`src/rtl/mac_perceptron.sv`:
```
// mac_perceptron: streamed signed MAC neuron (bias, ReLU, saturation) over valid/ready.
// Optional build macro MAC_PERCEPTRON_LEAKY_RELU_EN selects leaky ReLU (slope 1/8).
`default_nettype none

module mac_perceptron #(
  parameter int N_INPUTS = 50,
  parameter int DATA_W   = 16,
  parameter int COEF_W   = 16,
  parameter int ACC_W    = 40,
  parameter int OUT_W    = 32
) (
  input  logic                    clk,
  input  logic                    rst_n,
  input  logic signed [ACC_W-1:0] bias,
  input  logic                    in_valid,
  output logic                    in_ready,
  input  logic [DATA_W-1:0]       in_data,
  input  logic [COEF_W-1:0]       in_coef,
  input  logic                    in_last,
  output logic                    out_valid,
  input  logic                    out_ready,
  output logic [OUT_W-1:0]        out_data,
  output logic                    out_sat,
  output logic                    out_short
);

  localparam int PROD_W = DATA_W + COEF_W;
  localparam int CNT_W  = $clog2(N_INPUTS + 1);

  localparam logic signed [ACC_W-1:0] MAX_POS = {{(ACC_W-OUT_W+1){1'b0}}, {(OUT_W-1){1'b1}}};
`ifdef MAC_PERCEPTRON_LEAKY_RELU_EN
  localparam logic signed [ACC_W-1:0] MIN_NEG = {{(ACC_W-OUT_W+1){1'b1}}, {(OUT_W-1){1'b0}}};
`endif

  typedef enum logic [1:0] {
    IDLE   = 2'd0,
    ACCUM  = 2'd1,
    OUTPUT = 2'd2
  } state_t;

  state_t                  state, state_nx;
  logic signed [ACC_W-1:0] acc;
  logic [CNT_W-1:0]        cnt;
  logic                    ready_en;

  logic [PROD_W-1:0]       product;
  logic signed [ACC_W-1:0] product_ext;
  logic signed [ACC_W-1:0] sum;
  logic [CNT_W-1:0]        cnt_inc;
  logic                    beat;
  logic                    frame_end;
  logic [OUT_W-1:0]        act_data;
  logic                    act_sat;
`ifdef MAC_PERCEPTRON_LEAKY_RELU_EN
  logic signed [ACC_W-1:0] leaky;
`endif

  // Operands are sign-extended to the full product width so an unsigned
  // multiply yields the exact signed product in the low PROD_W bits.
  assign product     = {{COEF_W{in_data[DATA_W-1]}}, in_data} *
                       {{DATA_W{in_coef[COEF_W-1]}}, in_coef};
  assign product_ext = {{(ACC_W-PROD_W){product[PROD_W-1]}}, product};

  assign in_ready  = ready_en && (state != OUTPUT);
  assign out_valid = (state == OUTPUT);
  assign beat      = in_valid && in_ready;
  assign cnt_inc   = cnt + CNT_W'(1);
  assign frame_end = in_last || (cnt_inc == CNT_W'(N_INPUTS));
  // cnt is zero in IDLE, so the first beat seeds from bias with the same adder.
  assign sum       = ((state == IDLE) ? bias : acc) + product_ext;

  always_comb begin
    state_nx = state;
    case (state)
      IDLE, ACCUM: if (beat) state_nx = frame_end ? OUTPUT : ACCUM;
      OUTPUT:      if (out_ready) state_nx = IDLE;
      default:     state_nx = IDLE;
    endcase
  end

  always_comb begin
    act_data = '0;
    act_sat  = 1'b0;
`ifdef MAC_PERCEPTRON_LEAKY_RELU_EN
    leaky    = sum >>> 3;
`endif
    if (sum > MAX_POS) begin
      act_data = MAX_POS[OUT_W-1:0];
      act_sat  = 1'b1;
    end else if (!sum[ACC_W-1] && (sum != '0)) begin
      act_data = sum[OUT_W-1:0];
    end else begin
`ifdef MAC_PERCEPTRON_LEAKY_RELU_EN
      if (leaky < MIN_NEG) begin
        act_data = MIN_NEG[OUT_W-1:0];
        act_sat  = 1'b1;
      end else begin
        act_data = leaky[OUT_W-1:0];
      end
`else
      act_data = '0;
`endif
    end
  end

  always_ff @(posedge clk or negedge rst_n) begin
    if (!rst_n) state <= IDLE;
    else        state <= state_nx;
  end

  always_ff @(posedge clk or negedge rst_n) begin
    if (!rst_n) begin
      ready_en  <= 1'b0;
      acc       <= '0;
      cnt       <= '0;
      out_data  <= '0;
      out_sat   <= 1'b0;
      out_short <= 1'b0;
    end else begin
      ready_en <= 1'b1;
      if (beat) begin
        acc <= sum;
        cnt <= cnt_inc;
        if (frame_end) begin
          out_data  <= act_data;
          out_sat   <= act_sat;
          out_short <= (cnt_inc != CNT_W'(N_INPUTS));
        end
      end
      if ((state == OUTPUT) && out_ready) cnt <= '0;
    end
  end

endmodule

`default_nettype wire
```
`config.mk`:
```
export PLATFORM = sky130hd
export DESIGN_NAME = mac_perceptron
export DESIGN_NICKNAME = d
export VERILOG_FILES = /design/src/rtl/mac_perceptron.sv
export SDC_FILE = /design/constraint.sdc
export NUM_CORES = 1
export LEC_CHECK = 0
export BUFFER_PORTS_ARGS = -buffer_cell sky130_fd_sc_hd__buf_4
export CAP_MARGIN = 0
export CELL_PAD_IN_SITES_DETAIL_PLACEMENT = 1
export CELL_PAD_IN_SITES_GLOBAL_PLACEMENT = 2
export CORE_MARGIN = 3
export CORE_UTILIZATION = 41
export CTS_CLUSTER_SIZE = 24
export DETAILED_ROUTE_END_ITERATION = 10
export PLACE_DENSITY = 0.88
export REMOVE_ABC_BUFFERS = 1
export SKIP_CTS_REPAIR_TIMING = 1
export SLEW_MARGIN = 10
export SYNTH_ARGS = -nofsm -noshare
export SYNTH_HDL_FRONTEND = slang
export SYNTH_SLANG_ARGS = --single-unit
```
`constraint.sdc`:
```
create_clock -name clk -period 9.69 [get_ports clk]
set_input_delay 2.907 -clock clk [delete_from_list [all_inputs] [get_ports clk]]
set_output_delay 2.907 -clock clk [all_outputs]
set_load 0.005 [all_outputs]
```
==> metrics.cfg <==
[synth]
ys_seq_area_share_pct=12.8
yosysWarnings=0
ys_ff_latch=83
synth_common_cells=410 x inv_1, 330 x fa_1, 234 x nand2_1, 117 x ha_1, 112 x and2_1
post-synth-top-area-cell=fa_1
synth_ff_type=dfrtp_1
synthCells=1740
ys_async_sr_fraction_pct=100
synth_most_common_cell=inv_1
syn_avg_cell_area_sq_um=9.35
synth-edff-count=0
syn_area_sq_um=16300
synth_top_cells_by_area=fa_1 41%, dfrtp_1 13%, inv_1 9.5%
synth_top_cell_area_share_pct=40.6
yosysUniqueCellTypes=64

[worst_setup_path]
start_kind=primary input
crit_type=primary input to register
cp.arrival_ns=9.58
cp_max_fo=12
required_ns=9.91
reg2reg_setup_slack_ns=2.41
crit_path_end_kind=register

[cells_and_area]
nets=2395
area_growth_syn_to_layout_pct=12.9
drive_gt1_share_pct=13.8
n_fill_cell=4569
seqCellArea_sq_um=2080
multi_input_area_sq_um=12500
antenna_cells=0

[route]
via_per_inst=5.11
wl_per_cell_um=19.4
first_pass_iters=4
wl_um=46500
detail-route-antenna-nets=0
drt_iter0_drc=535
num_vias=12200
drc=0

[global_routing]
antenna_found_initial=0
grt_pass1_vias=14300
track_usage_pct=23.3
grt_pass1_wl_um=77000
grt_max_degree=71
grt_overflow=0

[floorplanning]
core_region_area_sq_um=38900
dieArea_sq_um=42100
die_y_um=205
pin_count=113
die_w_um=205
start_util_pct=41.8
fp-row-count=72

[hold_path]
min_path_type=register to register

[clock_tree]
insertion_delay_ns=0.35
root_buffer=clkbuf_16
cts_buffers=9
cts.sinks=83
clk_pin_slew_ns=0.06
cts_buffer_depth=2
cts_tree=built
htreeDepth=3

[timing]
skew_ns=0.0110
timing.final.crit_share_pct=96.5
period_minus_slack_ns=9.35
tightest_slew_ns=0.732
hold_slack_ns=0.480
rsz0062_at_grt=false
final_max_slew_viol_count=0
hold_viol_final=0
slew_headroom_pct=51.2
finalSetupViolCount=0
fmax_ghz=0.107

[place]
dp_hpwl_um=40400
io_buffers=112
gp_congestion=0.879

[run_status]
status=finished, final reports clean

[flow_run]
maxCapViolCount=0

## critical path, cell delays in order
cell,delay [ns]
buf_4,0.18
and2_1,0.18
fa_1,0.53
inv_1,0.05
fa_1,0.56
inv_1,0.06
fa_1,0.52
fa_1,0.45
fa_1,0.51
inv_1,0.05
fa_1,0.50
inv_1,0.06
ha_1,0.32
a21oi_1,0.22
a21boi_0,0.12
a211o_1,0.29
o32a_1,0.41
o41ai_2,0.39
xnor2_1,0.22
o2111ai_1,0.22
or4_4,0.54
o221a_1,0.27
## sequential cells by signal, indices dropped and copies added (netlist names)
signal     flops
cnt            6
out_data      32
ready_en       1
state          2
acc           40
out_sat        1
out_short      1
## logic make-up (layout without fill, tap and decap cells)
group                    Yosys count  after routing  share of synthesized area (%)
adder cells (fa/ha/maj)          447            447                           49.6
buffers and inverters            472            608                           10.9
flip-flops                        83             83                           12.8
other                              1              1                         0.0230
XOR/XNOR                          45             45                           2.47
AND/OR/NAND/NOR                  442            442                           12.6
multiplexers                      48             48                           3.27
AO/OA/AOI/OAI                    202            202                           8.36
## cells in the final DEF, fill, tap and decap left out, types with 21 or more instances in the layout
cell	synthesis	layout
inv_1	410	410
fa_1	330	330
nand2_1	234	233
buf_4	0	180
ha_1	117	116
and2_1	112	112
dfrtp_1	83	83
nor2_1	56	54
o21ai_0	52	52
mux2_2	41	41
a21oi_1	40	39
xnor2_1	23	22
xor2_1	21	21
## through the flow
stage | instance area, sq um | utilization [%] | setup slack (ns) | std cells | TNS, ns
finish | 18400 | 47.2 | 0.336 | 2394 | 0
global route | 18400 | 47.2 | 0.00851 | 2394 | 0
CTS | 18300 | 47.1 | 0.190 | 2393 | 0
detailed placement | 18100 | 46.5 | -0.153 | 2377 | -1.86
global placement | 18100 | 46.5 | 0.0552 | 2377 | 0
floorplan | 16000 | - | -0.0789 | 1678 | -0.836
## path summary, 6_finish.rpt
path,start,to,depth (start not counted)
hold / removal,acc[3],acc[3],2
min in group asynchronous,rst_n,acc[37],1
max in group asynchronous,rst_n,acc[12],2
setup reg to reg,state[1],out_data[1],23
hold reg to reg,acc[3],acc[3],2
setup / recovery,in_data[5],out_data[1],22
## layer usage
layer | vias to the layer above | GRT usage, % | part of all wire, %
li1 | 5548 | - | -
met1 | 6445 | 30.7 | 43
met2 | 192 | 42.3 | 52
met3 | 59 | 1.68 | 2.5
met4 | 0 | 5.27 | 2.5
met5 | - | 0 | 0
## cell type report
type / instances / share of cell area (%)
multi-input cells: 1185 / 67.8
flip-flops and latches: 83 / 11.3
inverters: 410 / 8.37
repair buffers: 182 / 7.52
well taps: 518 / 3.53
clock buffers: 12 / 1.29
clock inverters: 4 / 0.143
Power is left out: the tool's default activity adds up to more than one toggle a clock period on the data nets, which glitch-free logic cannot reach.
